==> config.mk <==
export PLATFORM = sky130hd
export DESIGN_NAME = vga_fb_arbiter
export DESIGN_NICKNAME = d
export VERILOG_FILES = /design/src/rtl/vga_fb_arbiter.sv
export SDC_FILE = /design/constraint.sdc
export NUM_CORES = 1
export LEC_CHECK = 0
export CAP_MARGIN = 40
export CORE_MARGIN = 5
export CORE_UTILIZATION = 36
export CTS_CLUSTER_DIAMETER = 40
export CTS_CLUSTER_SIZE = 30
export DETAILED_ROUTE_END_ITERATION = 8
export GPL_TIMING_DRIVEN = 0
export PLACE_DENSITY = 0.95
export SYNTH_ARGS = -nofsm -noshare
export SYNTH_HDL_FRONTEND = slang
export SYNTH_SLANG_ARGS = --single-unit
==> constraint.sdc <==
create_clock -name clk -period 4.4 [get_ports clk]
set_input_delay 0.88 -clock clk [delete_from_list [all_inputs] [get_ports clk]]
set_output_delay 0.88 -clock clk [all_outputs]
set_load 0.1 [all_outputs]
==> src/rtl/vga_fb_arbiter.sv <==
// vga_fb_arbiter
//   Shares one single-port 16-bit frame-buffer RAM between the CPU data bus
//   (read/write through the memory-mapped VGA window) and the VGA pixel
//   prefetcher (read-only). Grants are made only in IDLE. Every access ends
//   in an ACK cycle, so a request that is still high while it is being acked
//   is not granted a second time. A run counter limits how many VGA grants
//   in a row can pass a waiting CPU request.
//
// Ports
//   clk, reset          system clock, asynchronous active-high reset
//   cs                  frame-buffer chip select from the bus decoder
//   data_m_*            CPU bus: addr, data_in, bytesel, wr_en, access (in);
//                       data_out, ack (out, registered)
//   fb_access, fb_addr  VGA prefetch read request and word address
//   fb_data, fb_ack     VGA read data (held between acks) and ack pulse
//   ram_*               RAM address/write data/byte enables/write strobe
//                       (combinational in the grant cycle); ram_rdata is
//                       valid the cycle after the address is presented
module vga_fb_arbiter #(
  parameter int addr_width  = 15,
  parameter int max_vga_run = 4
) (
  input  logic                  clk,
  input  logic                  reset,
  input  logic                  cs,
  input  logic [addr_width-1:0] data_m_addr,
  input  logic [15:0]           data_m_data_in,
  output logic [15:0]           data_m_data_out,
  input  logic [1:0]            data_m_bytesel,
  input  logic                  data_m_wr_en,
  input  logic                  data_m_access,
  output logic                  data_m_ack,
  input  logic                  fb_access,
  input  logic [addr_width-1:0] fb_addr,
  output logic [15:0]           fb_data,
  output logic                  fb_ack,
  output logic [addr_width-1:0] ram_addr,
  output logic [15:0]           ram_wdata,
  output logic [1:0]            ram_bytesel,
  output logic                  ram_wr_en,
  input  logic [15:0]           ram_rdata
);

  localparam int run_w = $clog2(max_vga_run + 1);
  localparam logic [run_w-1:0] run_max = run_w'(max_vga_run);

  typedef enum logic [1:0] {
    IDLE   = 2'd0,
    CPU_RD = 2'd1,
    VGA_RD = 2'd2,
    ACK    = 2'd3
  } state_t;

  state_t           state_r;
  state_t           state_next_s;
  logic [run_w-1:0] vga_run_r;
  logic [run_w-1:0] vga_run_next_s;
  logic             cpu_req_s;
  logic             grant_cpu_s;
  logic             grant_vga_s;

  // Arbitration: VGA wins a tie unless it has already used its run budget.
  always_comb begin
    cpu_req_s   = cs & data_m_access;
    grant_cpu_s = 1'b0;
    grant_vga_s = 1'b0;
    if (state_r == IDLE) begin
      if (cpu_req_s && (!fb_access || (vga_run_r == run_max))) begin
        grant_cpu_s = 1'b1;
      end else begin
        grant_cpu_s = 1'b0;
      end
      grant_vga_s = fb_access & ~grant_cpu_s;
    end else begin
      grant_cpu_s = 1'b0;
      grant_vga_s = 1'b0;
    end
  end

  // Next state and the RAM drive of the grant cycle; RAM is idle otherwise.
  always_comb begin
    state_next_s = state_r;
    ram_addr     = '0;
    ram_wdata    = 16'h0000;
    ram_bytesel  = 2'b00;
    ram_wr_en    = 1'b0;
    case (state_r)
      IDLE: begin
        if (grant_cpu_s) begin
          ram_addr    = data_m_addr;
          ram_wdata   = data_m_data_in;
          ram_bytesel = data_m_bytesel;
          ram_wr_en   = data_m_wr_en;
          // A write completes in the grant cycle, so it goes straight to ACK.
          state_next_s = data_m_wr_en ? ACK : CPU_RD;
        end else if (grant_vga_s) begin
          ram_addr     = fb_addr;
          ram_bytesel  = 2'b11;
          state_next_s = VGA_RD;
        end else begin
          state_next_s = IDLE;
        end
      end
      CPU_RD:  state_next_s = ACK;
      VGA_RD:  state_next_s = ACK;
      ACK:     state_next_s = IDLE;
      default: state_next_s = IDLE;
    endcase
  end

  // VGA run counter: counts VGA grants that pass a waiting CPU request.
  always_comb begin
    vga_run_next_s = vga_run_r;
    if (state_r == IDLE) begin
      if (grant_cpu_s || !cpu_req_s) begin
        vga_run_next_s = '0;
      end else if (grant_vga_s && (vga_run_r != run_max)) begin
        vga_run_next_s = vga_run_r + run_w'(1);
      end else begin
        vga_run_next_s = vga_run_r;
      end
    end else begin
      vga_run_next_s = vga_run_r;
    end
  end

  // State, run counter and registered requester outputs.
  always_ff @(posedge clk or posedge reset) begin
    if (reset) begin
      state_r         <= IDLE;
      vga_run_r       <= '0;
      data_m_ack      <= 1'b0;
      data_m_data_out <= 16'h0000;
      fb_ack          <= 1'b0;
      fb_data         <= 16'h0000;
    end else begin
      state_r    <= state_next_s;
      vga_run_r  <= vga_run_next_s;
      // Write ack is set in the grant cycle; read acks one cycle after the
      // RAM has sampled the address, together with the captured data.
      data_m_ack <= (state_r == CPU_RD) | (grant_cpu_s & data_m_wr_en);
      fb_ack     <= (state_r == VGA_RD);
      // CPU read data is only non-zero during its ack cycle.
      data_m_data_out <= (state_r == CPU_RD) ? ram_rdata : 16'h0000;
      if (state_r == VGA_RD) begin
        fb_data <= ram_rdata;
      end else begin
        fb_data <= fb_data;
      end
    end
  end

endmodule

; ---- Word-level counts from Yosys, hierarchy flattened
; Index checks and enable logic that the tools add are counted.
; W data, S select, Z words.
[totals]
regBits = 39
[op_classes]
mux = 21
n_eq_ne = 5
reduce_logical = 10
bitwise = 5
addsub = 1
[ops]
columns = cell, n
row1 = $mux W16, 3
row2 = $mux W15, 3
row3 = $mux W2, 6
row4 = $mux W1, 6
row5 = $mux W3, 2
row6 = $pmux W2 S3, 1
row7 = $eq A2 B2 Y1 const B, 2
row8 = $add A3 B1 Y3 const B, 1
row9 = $and A1 B1 Y1, 3
row10 = $eq A3 B3 Y1 const B, 1
row11 = $ne A3 B3 Y1 const B, 1
row12 = $eq A2 B1 Y1 const B, 1
row13 = $logic_and A1 B1 Y1, 2
row14 = $logic_not A1 Y1, 2
row15 = $logic_not A2 Y1, 1
row16 = $logic_or A1 B1 Y1, 2
row17 = $reduce_and A2 Y1, 1
row18 = $reduce_bool A2 Y1, 1
row19 = $reduce_or A2 Y1, 1
row20 = $not A1 Y1, 1
row21 = $or A1 B1 Y1, 1

; ---- Logic depth before layout (Yosys ltp)
[depth]
word_depth = 11
ltp_mapped = 6
mapped_depth_nobuf = 5

; ---- Worst setup path after synthesis
; Ideal clock, no wire load.
[synth_timing]
path_type = in2out
start = input port cs
end = output port ram_wdata[0]
t_required_ns = 3.520
path_stages = 4
n_path_buf = 1
arrival_time_ns = 2.159
slack_ns = 1.361
path_cell_list = nand3_1 -> a21oi_4 -> buf_6 -> and2_1
[synth_between]
elab_chain_len = 7
[synth_lines]
columns = element, line_no
row1 = start: declaration, 25  ; input logic cs,
row2 = $and A1 B1 Y1, 64  ; cpu_req_s = cs & data_m_access;
row3 = $logic_and A1 B1 Y1, 68  ; if (cpu_req_s && (!fb_access || (vga_run_r == run_max))) begin
row4 = $mux W1, 68
row5 = $mux W1 (2 in a row), 67  ; if (state_r == IDLE) begin
row6 = $mux W16, 89  ; if (grant_cpu_s) begin
row7 = $mux W16, 87  ; case (state_r)
row8 = end: declaration, 38  ; output logic [15:0] ram_wdata,
; Every way passes these cells. The select of a mux whose other input is x is not followed.

; ---- Final worst setup path
[layout_timing]
start = input port cs
end = output port ram_addr[10]
[layout_between]
elab_chain_len = 10
[layout_lines]
columns = element, line_no
row1 = $and A1 B1 Y1 *, 64
row2 = $logic_and A1 B1 Y1 *, 68
row3 = $mux W1 *, 68
row4 = $mux W1 *, 67
row5 = $not A1 Y1, 73  ; grant_vga_s = fb_access & ~grant_cpu_s;
row6 = $and A1 B1 Y1, 73
row7 = $mux W1, 67
row8 = $mux W15, 96  ; end else if (grant_vga_s) begin
row9 = $mux W15 *, 89
row10 = $mux W15 *, 87
row11 = end: declaration, 37  ; output logic [addr_width-1:0] ram_addr,
; Mark *: on every way between the ends. The rest lies on a longest branch, timed or not. The select of a mux whose other input is x is not followed.

==> results.tsv <==
stage	metric	value	unit
clock_tree	path_clk_slew	0.08	ns
finish	stdcell_count	423	
timing	finalCritPeriodShare	0.8993	
critical_path	cp.arrival	3.08	ns
finish	area_growth	146.4	%
critical_path	r2r-start	state_r[0]	
placed_design	place.port_buffers	137	
clock_tree	post-cts-setup-buffers	0	
global_routing	grt_usage	0.2519	
clock_tree	cts-htree-levels	2	
yosys	yosys.area_share.simple	0.1402	
yosys	synth_top_family_by_area	simple AND/OR/NAND/NOR gates	
routing	routed_via_density	4.671	
critical_path	slowest_stage	clkdlybuf4s50_1	
yosys	synth_adder_area_share	0.03420	
clock_tree	clkLatencyLatePin	0.30	ns
floorplanning	io-pin-count	138	
power	power_density	754.0	mW/mm2
placed_design	dp_cells	415	
routing	postRouteAntennaNets	0	
routing	wl_met1	2647	um
yosys	synth_nets	215	
critical_path	path_max_fanout	10	
floorplanning	initial_core_util	0.3651	
critical_path	crit_path_frequent_cell	clkdlybuf4s50_1	
placed_design	dp_hpwl	6888	um
critical_path	reg2regPathDepth	5	
timing	fin_setup_tns	0	ns
finish	drive_gt1_frac	0.3343	
floorplanning	coreArea	0.005010	mm2
placed_design	routabilityCongestion	0.6670	
finish	diodes	0	
routing	wl_met2	4411	um
timing	relSlewSlack	0.4711	
critical_path	path_cells	clkdlybuf4s50_1 -> nand3_1 -> a21oi_4 -> buf_8 -> a22o_2 -> clkdlybuf4s50_1 -> buf_16	
timing	fmax	252.7	MHz
yosys	synth-compound-area-share	0.1395	
critical_path	crit_path_start_kind	input port	
power	p_leak	1.980	nW
clock_tree	cts_tree	done	
worst_hold_path	hold_path.class	flop to flop	
critical_path	cp.required	3.52	ns
worst_hold_path	hold_start	fb_data[9]	
floorplanning	die_w	81.28	um
clock_tree	ctsHoldBuffers	0	
routing	vias	1976	
floorplanning	die_h	81.28	um
timing	worst_slew_pin_slew	0.7922	ns
run	cap_violations	0	
critical_path	criticalPathCategory	input port to output port	
finish	fin_nets	427	
timing	finalSetupViolations	0	
routing	wl_met3	857	um
finish	fillers	220	
critical_path	reg2reg_setup_slack	2.71	ns
power	max-vdd-ir-drop	0.5303	mV
global_routing	grt_pass1_vias	2216	
yosys	syn_area	0.001829	mm2
global_routing	antenna_found_initial	0	
routing	top_layer_used	met4	
clock_tree	cts_root_buf	clkbuf_8	
yosys	synth_xor_xnor_area_share	0	
timing	clock_skew	0.01008	ns
clock_tree	clock-sinks	39	
yosys	yosysSeqAreaShare	0.5335	
clock_tree	clock_path_buffers	2	
yosys	ys_types	25	
routing	drt-initial-drc-count	74	
run_status	status	finished, final reports clean	
yosys	syn_avg_cell_area	13.07	um2
floorplanning	rows	26	
finish	utilization	0.8996	
critical_path	crit_buf_inv	4	
global_routing	grt_pass1_wl	12030	um
global_routing	grt_overflow	0	
routing	routed_wl	8196	um
timing	hold_viol_final	0	
yosys	postSynthCellCount	140	
critical_path	cp-end-kind	output port	
clock_tree	cts_buffers	5	
timing	whs	0.5138	ns
timing	drv_slew	0	
routing	route.detailed.drc	0	
placed_design	place_ws	0.4630	ns
yosys	ys_warn_count	0	
critical_path	timing.rr.end	fb_data[1]	
timing	fin_crit	3.957	ns
clock_tree	post_cts_resized	0	
timing	setup_slack	0.4432	ns
timing	rsz0062_at_grt	false	
yosys	synth_seq_cells	39	
critical_path	crit_path_max_incr_delay	0.58	ns
yosys	synthMuxAreaShare	0.1040	
global_routing	grt_max_degree	40	
floorplanning	dieArea	0.006606	mm2
worst_hold_path	hold_depth	1	
routing	wl_per_cell	19.38	um
worst_hold_path	min_to	fb_data[9]	
routing	dr.pass1.iters	4	
critical_path	cp_top_family	buffers and inverters	
==> state kept, by name, indices dropped and copies added, names as in the netlist <==
signal           flops
data_m_data_out     16
fb_data             16
vga_run_r            3
state_r              2
data_m_ack           1
fb_ack               1
==> stage by stage <==
step | power, W | instance area, um2
final | 0.003398 | 4507
after global routing | 0.003498 | 4507
after CTS | 0.003418 | 4507
after detailed placement | 0.003166 | 4422
after global placement | 0.002502 | 3288
after floorplan | 0.002056 | 1829
==> how the worst max path moves through the flow <==
| stage | start | endpoint | slack (ns) | cells past startpoint |
|---|---|---|---|---|
| 6_report | cs | ram_addr[10] | 0.44 | 7 |
| 5_1_grt | data_m_access | ram_addr[10] | 0.37 | 7 |
| 4_1_cts | fb_access | ram_addr[10] | 0.45 | 7 |
| 3_5_place_dp | fb_access | ram_addr[10] | 0.46 | 7 |
| 3_3_place_gp | cs | ram_addr[8] | 0.12 | 6 |
| 2_1_floorplan | cs | ram_wdata[0] | 1.36 | 4 |
==> synth_stat cells (all sizes together) <==
library cell,count,share of area
dfrtp,39,0.53
and2,33,0.11
mux2,16,0.098
a22o,15,0.082
inv,7,0.014
buf,6,0.032
a21o,5,0.021
ha,5,0.034
nand2,2,0.0082
a21oi,1,0.0089
a221o,1,0.0062
a41oi,1,0.015
clkbuf,1,0.0021
mux2i,1,0.0055
nand3,1,0.0027
nand4,1,0.0034
nand4b,1,0.0048
nor3b,1,0.0041
o21ai,1,0.0027
o22ai,1,0.0034
or2b,1,0.0041
==> kinds of logic after synthesis <==
kind of cell             after synthesis
flip-flops                            39
adder cells (fa/ha/maj)                5
multiplexers                          17
AO/OA/AOI/OAI                         25
buffers and inverters                 14
AND/OR/NAND/NOR                       40
==> layout make-up <==
type / instances / area (um2) / share of cell area
Sequential cell: 39 / 975.9 / 0.2165
Multi-Input combinational cell: 87 / 764.5 / 0.1696
Clock inverter: 2 / 12.51 / 0.002776
Clock buffer: 6 / 72.57 / 0.01610
Tap cell: 70 / 87.58 / 0.01943
Buffer: 7 / 62.56 / 0.01388
Timing Repair Buffer: 205 / 2505 / 0.5558
Inverter: 7 / 26.28 / 0.005830
==> power breakdown <==
part / internal [W] / switching [W] / total, W
clock: 0.000111 / 0.000126 / 0.000237
combinational: 0.000984 / 0.00161 / 0.00259
sequential: 0.000491 / 0.0000762 / 0.000567
total: 0.00159 / 0.00181 / 0.00340
==> layer usage <==
metal	track usage	up-vias
li1	-	907
met1	0.2308	918
met2	0.4845	131
met3	0.08980	20
met4	0.1182	0
met5	0	-
==> placed cells by master (no fill, tap or decap), types with 2 or more instances in the layout <==
| master | Yosys | routed |
|---|---|---|
| clkdlybuf4s50_1 | 0 | 137 |
| clkbuf_1 | 1 | 2 |
| buf_8 | 1 | 60 |
| a21o_1 | 4 | 4 |
| mux2_2 | 16 | 16 |
| and2_1 | 33 | 33 |
| buf_6 | 3 | 3 |
| clkbuf_8 | 0 | 5 |
| buf_2 | 2 | 2 |
| inv_1 | 7 | 6 |
| ha_1 | 5 | 5 |
| a22o_2 | 15 | 15 |
| buf_16 | 0 | 9 |
| dfrtp_1 | 39 | 39 |
==> worst register-to-register path, delay by kind of cell, from the launching register on <==
kind	cells	cell delay, ns
multiplexers	1	0.38
adder cells (fa/ha/maj)	1	0.20
buffers and inverters	3	0.61
flip-flops	1	0.39
Note: power is estimated with default switching activity, not from simulation.
